--- src/rtl/uart_tx_frame_ctrl.sv ---
// rtl/uart_tx_frame_ctrl.sv - UART TX frame sequencer; break generation built only with UART_TX_BREAK_EN
module uart_tx_frame_ctrl #(
   parameter int DATA_W        = 8,
   parameter int MIN_IDLE_BITS = 0
) (
   input  logic                      i_clk,
   input  logic                      i_resetn,
   input  logic                      i_baud_tick,
   input  logic                      i_data_valid,
   input  logic                      i_par_en,
   input  logic                      i_par_odd,
   input  logic                      i_stop2,
`ifdef UART_TX_BREAK_EN
   input  logic                      i_break,
`endif
   output logic                      o_latch_en,
   output logic                      o_ser_en,
   output logic [$clog2(DATA_W)-1:0] o_bit_idx,
   output logic                      o_par_odd,
   output logic [2:0]                o_mux_sel,
   output logic                      o_busy,
   output logic                      o_done
);

   localparam int              IDX_W    = $clog2(DATA_W);
   localparam logic [IDX_W-1:0] LAST_IDX = IDX_W'(DATA_W - 1);
   localparam bit              HAS_GAP  = (MIN_IDLE_BITS > 0);
   localparam logic [3:0]      GAP_LAST = HAS_GAP ? 4'(MIN_IDLE_BITS - 1) : 4'd0;

   localparam logic [2:0] MUX_MARK  = 3'd0;
   localparam logic [2:0] MUX_START = 3'd1;
   localparam logic [2:0] MUX_DATA  = 3'd2;
   localparam logic [2:0] MUX_PAR   = 3'd3;
`ifdef UART_TX_BREAK_EN
   localparam logic [2:0] MUX_BRK   = 3'd4;
`endif

   typedef enum logic [3:0] {
      S_IDLE,
      S_ARM,
      S_START,
      S_DATA,
      S_PARITY,
      S_STOP,
      S_GAP
`ifdef UART_TX_BREAK_EN
      ,
      S_BREAK,
      S_BRK_MARK
`endif
   } state_t;

   state_t           state_q, state_d;
   logic [IDX_W-1:0] idx_q, idx_d;
   logic [3:0]       cnt_q, cnt_d;
   logic             par_en_q, par_en_d;
   logic             par_odd_q, par_odd_d;
   logic             stop2_q, stop2_d;
   logic             latch_q, latch_d;
   logic             accept;

   assign o_latch_en = latch_q;
   assign o_bit_idx  = idx_q;
   assign o_par_odd  = par_odd_q;

   // State, bit index, shared tick counter and the per-frame config snapshot
   always_ff @(posedge i_clk or negedge i_resetn) begin
      if (!i_resetn) begin
         state_q   <= S_IDLE;
         idx_q     <= '0;
         cnt_q     <= '0;
         par_en_q  <= 1'b0;
         par_odd_q <= 1'b0;
         stop2_q   <= 1'b0;
         latch_q   <= 1'b0;
      end else begin
         state_q   <= state_d;
         idx_q     <= idx_d;
         cnt_q     <= cnt_d;
         par_en_q  <= par_en_d;
         par_odd_q <= par_odd_d;
         stop2_q   <= stop2_d;
         latch_q   <= latch_d;
      end
   end

   // Next-state and line-control decode; every line bit advances on a baud tick
   always_comb begin
      state_d   = state_q;
      idx_d     = idx_q;
      cnt_d     = cnt_q;
      par_en_d  = par_en_q;
      par_odd_d = par_odd_q;
      stop2_d   = stop2_q;
      latch_d   = 1'b0;
      accept    = 1'b0;
      o_ser_en  = 1'b0;
      o_mux_sel = MUX_MARK;
      o_busy    = 1'b1;
      o_done    = 1'b0;

      case (state_q)
         S_IDLE: begin
            o_busy = 1'b0;
`ifdef UART_TX_BREAK_EN
            if (i_break) begin
               state_d = S_BREAK;
            end else
`endif
            if (i_data_valid) begin
               accept = 1'b1;
            end
         end
         S_ARM: begin
            if (i_baud_tick) state_d = S_START;
         end
         S_START: begin
            o_mux_sel = MUX_START;
            if (i_baud_tick) begin
               state_d = S_DATA;
               idx_d   = '0;
            end
         end
         S_DATA: begin
            o_mux_sel = MUX_DATA;
            if (i_baud_tick) begin
               if (idx_q == LAST_IDX) begin
                  idx_d   = '0;
                  cnt_d   = '0;
                  state_d = par_en_q ? S_PARITY : S_STOP;
               end else begin
                  o_ser_en = 1'b1;
                  idx_d    = idx_q + IDX_W'(1);
               end
            end
         end
         S_PARITY: begin
            o_mux_sel = MUX_PAR;
            if (i_baud_tick) begin
               state_d = S_STOP;
               cnt_d   = '0;
            end
         end
         S_STOP: begin
            if (i_baud_tick) begin
               if (stop2_q && (cnt_q == 4'd0)) begin
                  cnt_d = 4'd1;
               end else begin
                  o_done = 1'b1;
                  cnt_d  = '0;
                  if (HAS_GAP) begin
                     state_d = S_GAP;
                  end else if (i_data_valid) begin
                     // back-to-back frame: re-arm without dropping busy
                     accept = 1'b1;
                  end else begin
                     state_d = S_IDLE;
                  end
               end
            end
         end
         S_GAP: begin
            if (i_baud_tick) begin
               if (cnt_q == GAP_LAST) begin
                  cnt_d   = '0;
                  state_d = S_IDLE;
               end else begin
                  cnt_d = cnt_q + 4'd1;
               end
            end
         end
`ifdef UART_TX_BREAK_EN
         S_BREAK: begin
            o_mux_sel = MUX_BRK;
            if (!i_break) begin
               state_d = S_BRK_MARK;
               cnt_d   = '0;
            end
         end
         S_BRK_MARK: begin
            // two mark bit-periods after a break before the line is reusable
            if (i_baud_tick) begin
               if (cnt_q == 4'd1) begin
                  cnt_d   = '0;
                  state_d = S_IDLE;
               end else begin
                  cnt_d = cnt_q + 4'd1;
               end
            end
         end
`endif
         default: begin
            state_d = S_IDLE;
         end
      endcase

      if (accept) begin
         state_d   = S_ARM;
         latch_d   = 1'b1;
         par_en_d  = i_par_en;
         par_odd_d = i_par_odd;
         stop2_d   = i_stop2;
      end
   end

endmodule

--- config.mk ---
export PLATFORM = sky130hd
export DESIGN_NAME = uart_tx_frame_ctrl
export DESIGN_NICKNAME = d
export VERILOG_FILES = /design/src/rtl/uart_tx_frame_ctrl.sv
export SDC_FILE = /design/constraint.sdc
export NUM_CORES = 1
export LEC_CHECK = 0
export ABC_AREA = 1
export CORE_MARGIN = 2
export CORE_UTILIZATION = 45
export DETAILED_ROUTE_END_ITERATION = 7
export DONT_BUFFER_PORTS = 1
export MAX_ROUTING_LAYER = met4
export SLEW_MARGIN = 15
export SYNTH_ARGS = -nofsm -noshare
export SYNTH_HDL_FRONTEND = slang
export SYNTH_SLANG_ARGS = --single-unit
export TNS_END_PERCENT = 5
--- constraint.sdc ---
create_clock -name i_clk -period 2.5 [get_ports i_clk]
set_input_delay 0.125 -clock i_clk [delete_from_list [all_inputs] [get_ports i_clk]]
set_output_delay 0.125 -clock i_clk [all_outputs]
set_load 0.02 [all_outputs]
==> impl_metrics.json <==
{
  "startpoint_type": "flop",
  "yosys.area_share.adder_pct": 5.284,
  "num_rows": 16,
  "core_um2": 1982,
  "io_buffers": 0,
  "max_slew_margin_pct": 57.25,
  "tightest_slew_ns": 0.6392,
  "syn_nets": 129,
  "post-route-period-util_pct": 71.87,
  "grt_pass1_vias": 783,
  "fmax_mhz": 556.6,
  "synth_seq_cells": 14,
  "synthDistinctLibCells": 27,
  "cts_tree": "built",
  "hp-class": "in2reg",
  "start_util_pct": 47.79,
  "grt_pass1_wl_um": 3291,
  "clk_latency_ns": 0.27,
  "design_area_um2": 1013,
  "route.detailed.drc": 0,
  "firstDrtPassIters": 5,
  "p_per_area_nw_per_um2": 1153,
  "peakVddDrop_uv": 575.8,
  "cts_resized": 0,
  "die_h_um": 49.88,
  "filler_cell_count": 194,
  "slew_viol_final": 0,
  "cts_setup_buffers": 0,
  "worstPathCellList": "ha_1 -> ha_1 -> inv_1 -> nand2_2 -> nor2_1",
  "crit_required_ns": 2.38,
  "max-cap-violations": 0,
  "clk_pin_slew_ns": 0.08,
  "dieArea_um2": 2488,
  "vias_per_cell": 4.993,
  "post-route-min-period_ns": 1.797,
  "place_hpwl_um": 1371,
  "grt_antenna_before_repair": 0,
  "grt_util_all_layers_pct": 17.45,
  "rsz0062_at_grt": "false",
  "place.gp.congestion": 0.8268,
  "slowest_stage": "dfrtp_1",
  "h-tree-depth": 1,
  "synth_area_leader_cell": "dfrtp_1",
  "ys_seq_area_share_pct": 36.99,
  "ctsLongestPathBuffers": 2,
  "gr-total-overflow": 0,
  "wire_per_inst_um": 11.91,
  "syn_to_final_growth_pct": 7.001,
  "drt.antenna.violating_nets": 0,
  "ctsHoldBuffers": 4,
  "synthDominantCellAreaShare_pct": 36.99,
  "cts_made_buffers": 3,
  "dpl_cell_area_um2": 950.9,
  "syn_area_um2": 947.2,
  "clock-skew-final_ns": 0.002251,
  "arrival_ns": 1.67,
  "io_pins": 18,
  "wl_um": 1774,
  "crit_top_cell": "ha_1",
  "synthMuxAreaShare_pct": 0,
  "die_w_um": 49.88,
  "layout.nets": 135,
  "ys_warn_count": 0,
  "clock_sink_count": 14,
  "drive_gt1_share_pct": 22.95,
  "crit_path_max_fanout": 5,
  "synth_compound_area_share_pct": 11.62,
  "hold_viol": 0,
  "synth_top_family_by_area": "simple AND/OR/NAND/NOR gates",
  "seqCellArea_um2": 350.3,
  "yosys.area_share.xor_xnor_pct": 1.849,
  "syn_area_per_cell_um2": 8.027,
  "diodes": 0,
  "vias": 744,
  "cp-end-kind": "output port",
  "synth-simple-area-share_pct": 34.35,
  "tns_ns": 0,
  "p_leak_uw": 0.0004979,
  "syn_inst": 118,
  "cts_root_buf": "clkbuf_4",
  "grt_max_degree": 15,
  "critical_path_class": "reg2out",
  "drtIter0Drc": 8,
  "multi_input_area_um2": 506.7,
  "yosys-top-cells-area": "dfrtp_1 (37%), nand2_1 (13%), nor2_2 (5.9%), ha_1 (5.3%), nand3_1 (4.2%)",
  "status": "finished, final reports clean",
  "final-setup-viol-count": 0,
  "max_stage_delay_ns": 0.48
}
sequential cells by signal, summed over array words and instances, names as in the netlist:
| signal | count |
|---|---|
| o_latch_en | 1 |
| state_q | 3 |
| par_en_q | 1 |
| stop2_q | 1 |
| cnt_q | 4 |
| o_bit_idx | 3 |
| o_par_odd | 1 |
layout by cell type, fill, tap and decap left out:
cell type,synthesis,routed
inv_2,2,2
o21ai_4,2,2
ha_1,4,4
o21a_1,1,1
a21oi_1,2,2
inv_1,9,9
nor2_2,9,9
nand3b_1,1,1
xor2_1,2,2
clkinv_1,1,1
nand2_4,1,1
nand3_4,1,1
o21ai_1,5,5
nor2_1,5,5
dlygate4sd3_1,0,4
nor2_4,2,2
o21ai_0,4,4
nand3_1,8,8
clkinv_4,1,1
dfrtp_1,14,14
a31oi_1,1,1
nand2_1,32,32
nand2_2,5,5
clkbuf_4,0,3
inv_4,1,1
o21ai_2,1,1
conb_1,1,1
cells in the mapped netlist (all sizes together):
| library cell | instances |
|---|---|
| nand2 | 38 |
| nor2 | 16 |
| dfrtp | 14 |
| inv | 12 |
| o21ai | 12 |
| nand3 | 9 |
| ha | 4 |
| buf | 3 |
| a21oi | 2 |
| clkinv | 2 |
| xor2 | 2 |
| a31oi | 1 |
| conb | 1 |
| nand3b | 1 |
| o21a | 1 |
where the power goes:
part	total, uW	switching (uW)	internal, uW
Clock	126	69.9	55.7
Combinational	594	394	200
Sequential	449	147	302
area by class of cell:
class,instances,share of cell area [%]
Tap cell,27,3.333
Inverter,14,5.926
Multi-Input combinational cell,87,50.00
Timing Repair Buffer,4,3.951
Clock buffer,3,2.222
Sequential cell,14,34.57
metrics by stage:
step / power, uW / utilization [%] / cells / setup slack (ns) / hold WS [ns]
floorplan: 975.1 / - / 118 / 1.059 / -0.1706
global placement: 1029 / 47.98 / 142 / 0.8944 / -0.1701
detailed placement: 1044 / 47.98 / 142 / 0.8742 / -0.1699
CTS: 1183 / 51.14 / 149 / 0.6840 / 0.02011
global route: 1291 / 51.14 / 149 / 0.6002 / 0.02591
finish: 1169 / 51.14 / 149 / 0.7032 / 0.02915
metal layers:
| layer | wire length [um] | share of wire [%] | GRT usage, % |
|---|---|---|---|
| met5 | 0 | 0 | - |
| met4 | 8 | 0.45 | 2.778 |
| met3 | 88 | 5.0 | 5.152 |
| met2 | 844 | 48 | 28.89 |
| met1 | 834 | 47 | 21.41 |
cell families (layout without fill, tap and decap cells):
group | after synthesis | count (layout)
adder cells (fa/ha/maj) | 4 | 4
AO/OA/AOI/OAI | 16 | 16
other | 1 | 1
flip-flops | 14 | 14
XOR/XNOR | 2 | 2
buffers and inverters | 17 | 21
AND/OR/NAND/NOR | 64 | 64
worst paths after layout:
kind,start,end,slack (ns),cells after the start
min in group asynchronous,i_resetn,cnt_q[3]$_DFFE_PN0P_,0.31,1
max in group asynchronous,i_resetn,o_bit_idx[2]$_DFFE_PN0P_,1.78,1
worst max-delay path,o_bit_idx[0]$_DFFE_PN0P_,o_ser_en,0.70,5
worst min-delay path,i_data_valid,o_latch_en$_DFF_PN0_,0.03,2
worst min register to register,par_en_q$_DFFE_PN0P_,par_en_q$_DFFE_PN0P_,0.49,2
worst max register to register,state_q[0]$_DFFE_PN0P_,state_q[0]$_DFFE_PN0P_,0.87,7
worst max-delay path: cells and delay by family (launching register included):
| family | cells | cell delay [ns] |
|---|---|---|
| adders and majority gates | 2 | 0.42 |
| buffers and inverters | 1 | 0.06 |
| and+or+nand+nor | 2 | 0.44 |
| DFF | 1 | 0.48 |
(Power assumes the default switching activity.)
